`src/rtl/usr_burst_shifter.sv`:
```
// usr_burst_shifter: WIDTH-bit universal shift register running multi-step command bursts.
// Optional macro USR_SERIAL_EN: fill bit from ser_in and live ser_out (otherwise fill 0, ser_out 0).
`default_nettype none

module usr_burst_shifter #(
   parameter int WIDTH   = 8,
   parameter int COUNT_W = 4
) (
   input  logic               clk,
   input  logic               clear_n,
   input  logic               cmd_valid,
   output logic               cmd_ready,
   input  logic [2:0]         cmd_mode,
   input  logic [COUNT_W-1:0] cmd_count,
   input  logic [WIDTH-1:0]   cmd_data,
   input  logic               ser_in,
   output logic [WIDTH-1:0]   data_out,
   output logic               ser_out,
   output logic               busy,
   output logic               done
);

   localparam int HALF = WIDTH / 2;

   typedef enum logic [0:0] {
      IDLE = 1'b0,
      RUN  = 1'b1
   } state_t;

   state_t             state, state_nxt;
   logic [COUNT_W-1:0] remaining, remaining_nxt;
   logic [2:0]         mode_q;
   logic [WIDTH-1:0]   load_q;
   logic [WIDTH-1:0]   shreg, shreg_nxt;
   logic               done_nxt;
   logic               transfer;
   logic               step_en;
   logic [2:0]         step_mode;
   logic [WIDTH-1:0]   step_load;
   logic               fill;
   logic               shift_bit;
   logic               shift_step;

`ifdef USR_SERIAL_EN
   assign fill = ser_in;
`else
   assign fill = 1'b0;
`endif

   // The acceptance cycle executes step 1 straight from the cmd_* inputs.
   always_comb begin
      transfer   = cmd_valid && (state == IDLE);
      step_en    = transfer || (state == RUN);
      step_mode  = transfer ? cmd_mode : mode_q;
      step_load  = transfer ? cmd_data : load_q;
      shreg_nxt  = shreg;
      shift_bit  = 1'b0;
      shift_step = 1'b0;
      if (step_en) begin
         case (step_mode)
            3'b001: begin
               shreg_nxt  = {shreg[WIDTH-2:0], fill};
               shift_bit  = shreg[WIDTH-1];
               shift_step = 1'b1;
            end
            3'b010: begin
               shreg_nxt  = {fill, shreg[WIDTH-1:1]};
               shift_bit  = shreg[0];
               shift_step = 1'b1;
            end
            3'b011:  shreg_nxt = step_load;
            3'b100:  shreg_nxt = ~shreg;
            3'b101:  shreg_nxt = {shreg[WIDTH-2:0], shreg[WIDTH-1]};
            3'b110:  shreg_nxt = {shreg[0], shreg[WIDTH-1:1]};
            3'b111:  shreg_nxt = {shreg[HALF-1:0], shreg[WIDTH-1:HALF]};
            default: shreg_nxt = shreg;
         endcase
      end
   end

   always_comb begin
      state_nxt     = state;
      remaining_nxt = remaining;
      done_nxt      = 1'b0;
      case (state)
         IDLE: begin
            if (transfer) begin
               if (cmd_count == '0) begin
                  done_nxt = 1'b1;
               end else begin
                  state_nxt     = RUN;
                  remaining_nxt = cmd_count;
               end
            end
         end
         RUN: begin
            remaining_nxt = remaining - COUNT_W'(1);
            if (remaining == COUNT_W'(1)) begin
               state_nxt = IDLE;
               done_nxt  = 1'b1;
            end
         end
         default: state_nxt = IDLE;
      endcase
   end

   always_ff @(posedge clk or negedge clear_n) begin
      if (!clear_n) begin
         state     <= IDLE;
         remaining <= '0;
         mode_q    <= '0;
         load_q    <= '0;
         shreg     <= '0;
         done      <= 1'b0;
      end else begin
         state     <= state_nxt;
         remaining <= remaining_nxt;
         shreg     <= shreg_nxt;
         done      <= done_nxt;
         if (transfer) begin
            mode_q <= cmd_mode;
            load_q <= cmd_data;
         end
      end
   end

`ifdef USR_SERIAL_EN
   logic ser_q;

   always_ff @(posedge clk or negedge clear_n) begin
      if (!clear_n) begin
         ser_q <= 1'b0;
      end else if (shift_step) begin
         ser_q <= shift_bit;
      end
   end

   assign ser_out = ser_q;
`else
   logic unused_serial;
   assign unused_serial = ser_in ^ shift_bit ^ shift_step;
   assign ser_out       = 1'b0;
`endif

   assign cmd_ready = (state == IDLE);
   assign busy      = (state == RUN);
   assign data_out  = shreg;

endmodule

`default_nettype wire

```
`config.mk`:
```
export PLATFORM = sky130hd
export DESIGN_NAME = usr_burst_shifter
export DESIGN_NICKNAME = d
export VERILOG_FILES = /design/src/rtl/usr_burst_shifter.sv
export SDC_FILE = /design/constraint.sdc
export NUM_CORES = 1
export LEC_CHECK = 0
export CAP_MARGIN = 20
export CORE_AREA = 10 10 70 72
export CTS_CLUSTER_SIZE = 30
export DETAILED_ROUTE_END_ITERATION = 12
export DIE_AREA = 0 0 80 82
export PLACE_DENSITY = 0.72
export SYNTH_ARGS = -nofsm -noshare
export SYNTH_HDL_FRONTEND = slang
export SYNTH_SLANG_ARGS = --single-unit
```
`constraint.sdc`:
```
create_clock -name clk -period 1.94 [get_ports clk]
set_input_delay 0.388 -clock clk [delete_from_list [all_inputs] [get_ports clk]]
set_output_delay 0.388 -clock clk [all_outputs]
set_load 0.01 [all_outputs]
```
==> results of run 1 <==
-- cells in the final DEF, fill, tap and decap left out, types with 2 or more instances in the layout --
master and instances:
nand3_1 12, o21ai_1 2, o21ai_0 3, nand2b_1 3, a221oi_1 2, mux2i_1 3, o32a_1 4, mux2i_4 2
buf_6 3, clkbuf_4 3, a2bb2oi_1 2, buf_12 2, a21oi_1 15, inv_1 3, mux2_4 2, and3_1 3
buf_4 32, o22a_1 2, a211oi_2 3, nand2_1 19, a21oi_2 4, clkdlybuf4s50_1 26, mux2_2 6, nor2_1 9
xnor2_1 2, inv_2 2, dfrtp_1 25, dlygate4sd2_1 2, a22oi_1 3, ha_1 2
-- logic make-up after synthesis --
family	Yosys count
other	1
buffers and inverters	14
adders and majority gates	2
muxes	13
AOI/OAI and AO/OA	49
and+or+nand+nor	56
DFF	25
xor gates and xnor gates	2
-- state kept, by name (all words and copies together), names as in the netlist --
| register | flops |
|---|---|
| remaining | 4 |
| busy | 1 |
| load_q | 8 |
| mode_q | 3 |
| data_out | 8 |
| done | 1 |
-- final cells by class --
type | instances | share of cell area
Clock buffer | 3 | 0.0101
Inverter | 6 | 0.0112
Sequential cell | 25 | 0.280
Timing Repair Buffer | 66 | 0.277
Multi-Input combinational cell | 123 | 0.392
Clock inverter | 1 | 0.00224
Tap cell | 48 | 0.0269
-- final timing paths --
path | endpoint | slack [ns]
setup reg to reg | data_out[1] | 0.03
hold / removal | data_out[0] | 0.41
hold reg to reg | load_q[3] | 0.52
max in group asynchronous | data_out[7] | 1.29
setup / recovery | data_out[1] | 0.03
min in group clk | load_q[3] | 0.52
-- what timing repair did --
item                                    in CTS  in global routing
gates resized for setup                      6                 11
cloned                                       1                  0
pin swaps                                    2                  4
setup buffers                                3                  5
endpoints found under the setup margin       3                  8
-- cells in the mapped netlist, types with 2 or more instances --
cell type / number
a211oi_1: 4
dfrtp_1: 25
a221oi_1: 2
mux2i_4: 2
a2bb2oi_1: 2
ha_1: 2
mux2i_1: 3
nor2_1: 9
o32a_1: 4
a21oi_1: 18
mux2_2: 8
nand2_1: 19
inv_2: 2
o21ai_1: 2
xnor2_1: 2
and3_1: 3
inv_1: 3
o21ai_0: 3
buf_2: 3
buf_4: 3
nand2b_1: 3
o22a_1: 2
nand3_1: 12
a22oi_1: 3
-- power groups by stage --
stage | combinational, mW | clock, mW | sequential [mW]
final | 2.46 | 0.240 | 1.10
after global routing | 2.67 | 0.265 | 1.14
after CTS | 2.26 | 0.246 | 1.09
after detailed placement | 2.15 | 0 | 1.10
after global placement | 2.09 | 0 | 1.08
after floorplan | 1.28 | 0 | 1.05
-- through the flow --
stage | hold WS [ns] | total power [mW]
after floorplan | 0.0924 | 2.34
after global placement | 0.483 | 3.18
after detailed placement | 0.493 | 3.25
after CTS | 0.414 | 3.60
after global routing | 0.419 | 4.07
final | 0.406 | 3.80
-- per-layer routing --
layer	up-vias	global-route usage	wire [um]	share of wire
met5	-	0	0	0
met4	0	0.0458	51	0.011
met3	6	0.0371	387	0.085
met2	58	0.232	2220	0.49
met1	738	0.175	1880	0.41
li1	723	-	-	-
-- worst max-delay path, cell delays in order, from the launching register on --
cell	delay [ns]
dfrtp_1	0.42
buf_6	0.13
nor2b_4	0.16
buf_12	0.13
buf_16	0.11
buf_6	0.11
mux2_2	0.34
nand3_1	0.10
nand2_1	0.05
o32a_1	0.29
==> results.json, run 1 <==
{
  "synth_edf_count": 0,
  "end_kind": "flip-flop",
  "ir_drop_uv": 922,
  "cts_tree": "yes",
  "required_ns": 2.17,
  "yosysWarnings": 0,
  "finalSetupTns_ns": 0,
  "finalInstanceArea_um2": 2230,
  "cts_max_path_buffers": 2,
  "ios": 31,
  "drive_above_1_share": 0.299,
  "critPathLaunch": "busy",
  "slew_violations": 0,
  "synth_area_leader_cell": "dfrtp_1",
  "yosysUniqueCellTypes": 47,
  "synth_ff_type": "dfrtp_1",
  "fp.dieH_um": 82,
  "synthArstFlopShare": 1.00,
  "min_path_type": "input pin to async pin",
  "cts-root-buf": "clkbuf_4",
  "syn_area_per_cell_um2": 9.55,
  "drt-vias-per-instance": 5.61,
  "grtUsageTotal": 0.141,
  "syn_area_um2": 1550,
  "post_drt_wl_per_cell_um": 16.7,
  "rr_worst_depth": 9,
  "start_util": 0.432,
  "htreeDepth": 1,
  "multi_input_area_um2": 877,
  "grt_pass1_wl_mm": 7.36,
  "dpl.hpwl_mm": 3.40,
  "yosys.area_share.simple": 0.182,
  "hold_viol": 0,
  "wl_mm": 4.54,
  "period_minus_slack_ns": 1.91,
  "synth-seq-cells": 25,
  "place_inst": 259,
  "clkTransAtPathRegs_ns": 0.15,
  "remaining_drc_errors": 0,
  "ant_nets": 0,
  "synth_top_family_by_area": "compound AO/OA/AOI/OAI gates",
  "rsz0062_at_grt": "true",
  "fp-row-count": 22,
  "seq_area_um2": 626,
  "clock_latency_ns": 0.32,
  "outcome": "finished, final reports clean",
  "critPathMaxFanout": 6,
  "ctsHoldBuffers": 0,
  "swShare": 0.421,
  "r2r_start": "busy",
  "cp-start-kind": "flip-flop",
  "utilization": 0.624,
  "cp.arrival_ns": 2.14,
  "yosysTopAreaCellShare": 0.405,
  "antenna_cells": 0,
  "synth_compound_area_frac": 0.216,
  "fin_nets": 246,
  "period_share": 0.985,
  "synth_area_leaders": "dfrtp_1 40%, a21oi_1 5.8%, mux2_2 5.8%",
  "synthesis.nets": 183,
  "fp.dieArea_um2": 6560,
  "finClkSkew_ns": 0.0103,
  "power_switching_mw": 1.60,
  "fin_cells": 272,
  "antenna_found_initial": 0,
  "syn_inst": 162,
  "cts_sinks": 25,
  "p_int_mw": 2.20,
  "leakage_nw": 0.962,
  "drt_pass1_iterations": 4,
  "synthAdderAreaFrac": 0.0162,
  "numCtsBuffers": 3,
  "num_vias": 1525,
  "seq_area_frac_synth": 0.405,
  "p_seq_frac": 0.289,
  "fillCellCount": 300,
  "drt_iter0_drc": 154,
  "place_area_um2": 2050,
  "gp_congestion": 0.896,
  "syn2layout_area_growth_pct": 44.5,
  "core-area_um2": 3580,
  "dp_slack_ns": -0.401,
  "synth_mux_area_frac": 0.107,
  "gr-total-overflow": 0,
  "grt_max_degree": 26,
  "die-width_um": 80,
  "fin_ws_ns": 0.0298,
  "power.density_nw_per_um2": 1700,
  "crit_type": "flip-flop to flip-flop",
  "setup_viol": 0,
  "cap_violations": 0,
  "grt_pass1_vias": 1494,
  "io_buffers": 28,
  "clockPowerShare": 0.063,
  "fmax_mhz": 524,
  "combPwrFrac": 0.648,
  "synth-xor-area-share": 0.0113
}
No activity file was read; power rests on OpenSTA's default activity.
==> run 2, diff against run 1 <==
--- a/config.mk
+++ b/config.mk
@@ -14,3 +14,4 @@
 export SYNTH_ARGS = -nofsm -noshare
 export SYNTH_HDL_FRONTEND = slang
 export SYNTH_SLANG_ARGS = --single-unit
+export TNS_END_PERCENT = 100
==> results of run 2 <==
Final layout, timing and power as in run 1 (identical DEF).
==> run 3, diff against run 2 <==
--- a/config.mk
+++ b/config.mk
@@ -6,11 +6,15 @@
 export NUM_CORES = 1
 export LEC_CHECK = 0
 export CAP_MARGIN = 20
-export CORE_AREA = 10 10 70 72
+export CELL_PAD_IN_SITES_DETAIL_PLACEMENT = 0
+export CELL_PAD_IN_SITES_GLOBAL_PLACEMENT = 2
+export CORE_AREA = 10 10 86 88
 export CTS_CLUSTER_SIZE = 30
 export DETAILED_ROUTE_END_ITERATION = 12
-export DIE_AREA = 0 0 80 82
-export PLACE_DENSITY = 0.72
+export DIE_AREA = 0 0 96 98
+export HOLD_SLACK_MARGIN = 0.12
+export PLACE_DENSITY_LB_ADDON = 0.1
+export SKIP_LAST_GASP = 1
 export SYNTH_ARGS = -nofsm -noshare
 export SYNTH_HDL_FRONTEND = slang
 export SYNTH_SLANG_ARGS = --single-unit
==> run 3 against run 2 <==
Net effect:
- clock power increased by 30%
- fmax increased by 2.7%
- global-route usage decreased by 3.7 points
- final cell count increased by 8.5%
- sequential power about the same
- worst setup slack improved by 0.050 ns
- sequential share of layout area increased by 0.34 points
- routed wire length increased by 6.7%
- hold slack improved by 0.094 ns
- critical endpoint is now data_out[7]
- largest cell class unchanged
- largest power group unchanged
==> results.json, run 3 (same netlist as run 1, synthesis figures left out) <==
{
  "outcome": "finished, final reports clean",
  "cts_max_path_buffers": 2,
  "dpl.hpwl_mm": 3.76,
  "finClkSkew_ns": 0.00363,
  "antenna_cells": 0,
  "fin_cells": 295,
  "place_inst": 290,
  "cts-root-buf": "clkbuf_8",
  "drive_above_1_share": 0.273,
  "rr_worst_depth": 7,
  "min_path_type": "input pin to async pin",
  "ctsHoldBuffers": 0,
  "start_util": 0.269,
  "fp.dieArea_um2": 9410,
  "clock_latency_ns": 0.27,
  "fp-row-count": 28,
  "grt_pass1_wl_mm": 7.85,
  "crit_type": "input pin to flip-flop",
  "fmax_mhz": 538,
  "ir_drop_uv": 606,
  "cp-start-kind": "input pin",
  "cts_tree": "yes",
  "required_ns": 2.09,
  "drt_pass1_iterations": 5,
  "post_drt_wl_per_cell_um": 16.4,
  "busiest_layer": "met2",
  "clkTransAtPathRegs_ns": 0.09,
  "htreeDepth": 1,
  "rsz0062_at_grt": "false",
  "num_vias": 1488,
  "cp.arrival_ns": 2.01,
  "die-width_um": 96,
  "r2r_start": "busy",
  "setup_viol": 0,
  "cap_violations": 0,
  "r2r_end": "data_out[7]",
  "fp.dieH_um": 98,
  "hold_viol": 0,
  "wl_mm": 4.85,
  "met1_usage": 0.131,
  "combPwrFrac": 0.621,
  "io_buffers": 28,
  "grtUsageTotal": 0.104,
  "utilization": 0.385,
  "numCtsBuffers": 3,
  "p_seq_frac": 0.296,
  "cts_sinks": 25,
  "ant_nets": 0,
  "drt-vias-per-instance": 5.04,
  "slew_violations": 0,
  "clockPowerShare": 0.083,
  "fin_nets": 242,
  "period_share": 0.959,
  "grtUsageMet3": 0.0230,
  "leakage_nw": 0.922,
  "antenna_found_initial": 0,
  "dp_slack_ns": -0.416,
  "drt_iter0_drc": 47,
  "met2_usage": 0.171,
  "ios": 31,
  "end_kind": "flip-flop",
  "remaining_drc_errors": 0,
  "gp_congestion": 0.778,
  "power_mw": 3.73,
  "critPathMaxFanout": 6,
  "final_common_cell": "buf_4",
  "power_switching_mw": 1.54,
  "syn2layout_area_growth_pct": 43.0,
  "grt_pass1_vias": 1540,
  "reg2reg_slack_ns": 0.11,
  "p_int_mw": 2.19,
  "gr-total-overflow": 0,
  "layout_common_cells": "32 x buf_4, 26 x clkdlybuf4s50_1, 24 x dfrtp_1",
  "grt_max_degree": 26,
  "period_minus_slack_ns": 1.86,
  "swShare": 0.414,
  "fin_ws_ns": 0.0801,
  "power.density_nw_per_um2": 1690,
  "core-area_um2": 5750
}
-- run 3: layer usage --
metal / routed length (um) / vias to the layer above
li1: - / 717
met1: 2250 / 729
met2: 2370 / 37
met3: 200 / 5
met4: 23 / 0
met5: 0 / -
-- run 3: power by group through the flow --
stage | combinational (mW) | clock, mW | sequential, mW
2_1_floorplan | 1.28 | 0 | 1.05
3_3_place_gp | 2.25 | 0 | 1.10
3_5_place_dp | 2.26 | 0 | 1.10
4_1_cts | 2.33 | 0.328 | 1.10
5_1_grt | 2.55 | 0.344 | 1.15
6_report | 2.32 | 0.311 | 1.10
-- run 3: cell type report --
type | instances | area (um2)
inverters | 6 | 28.8
fillers | 610 | 3530
flip-flops and latches | 25 | 627
multi-input cells | 123 | 860
repair buffers | 62 | 558
well taps | 75 | 93.8
clock buffers | 4 | 45.0
-- run 3: worst max-delay path, stage by stage --
cell	delay, ns
clkdlybuf4s50_1	0.43
or4b_1	0.58
o31ai_2	0.14
a21oi_4	0.15
buf_4	0.16
o32a_1	0.16
-- run 3: how the worst max path moves through the flow --
stage          slack [ns]     endpoint        start
2_1_floorplan        0.02  data_out[7]         busy
3_3_place_gp        -0.38  data_out[0]    cmd_valid
3_5_place_dp        -0.42  data_out[0]    cmd_valid
4_1_cts              0.07  data_out[5]  cmd_mode[0]
5_1_grt              0.01  data_out[4]         busy
6_report             0.08  data_out[7]  cmd_mode[0]
-- run 3: what timing repair did --
item / in CTS / in global routing
setup buffers: 1 / 0
endpoints found under the setup margin: 9 / 3
gates resized for setup: 8 / 2
-- run 3: stage by stage --
stage	hold WS, ns	area [um2]	TNS (ns)
floorplan	0.0924	1550	0
global route	0.522	2210	0
finish	0.500	2210	0
CTS	0.502	2200	0
global placement	0.484	2120	-2.88
detailed placement	0.488	2120	-3.21
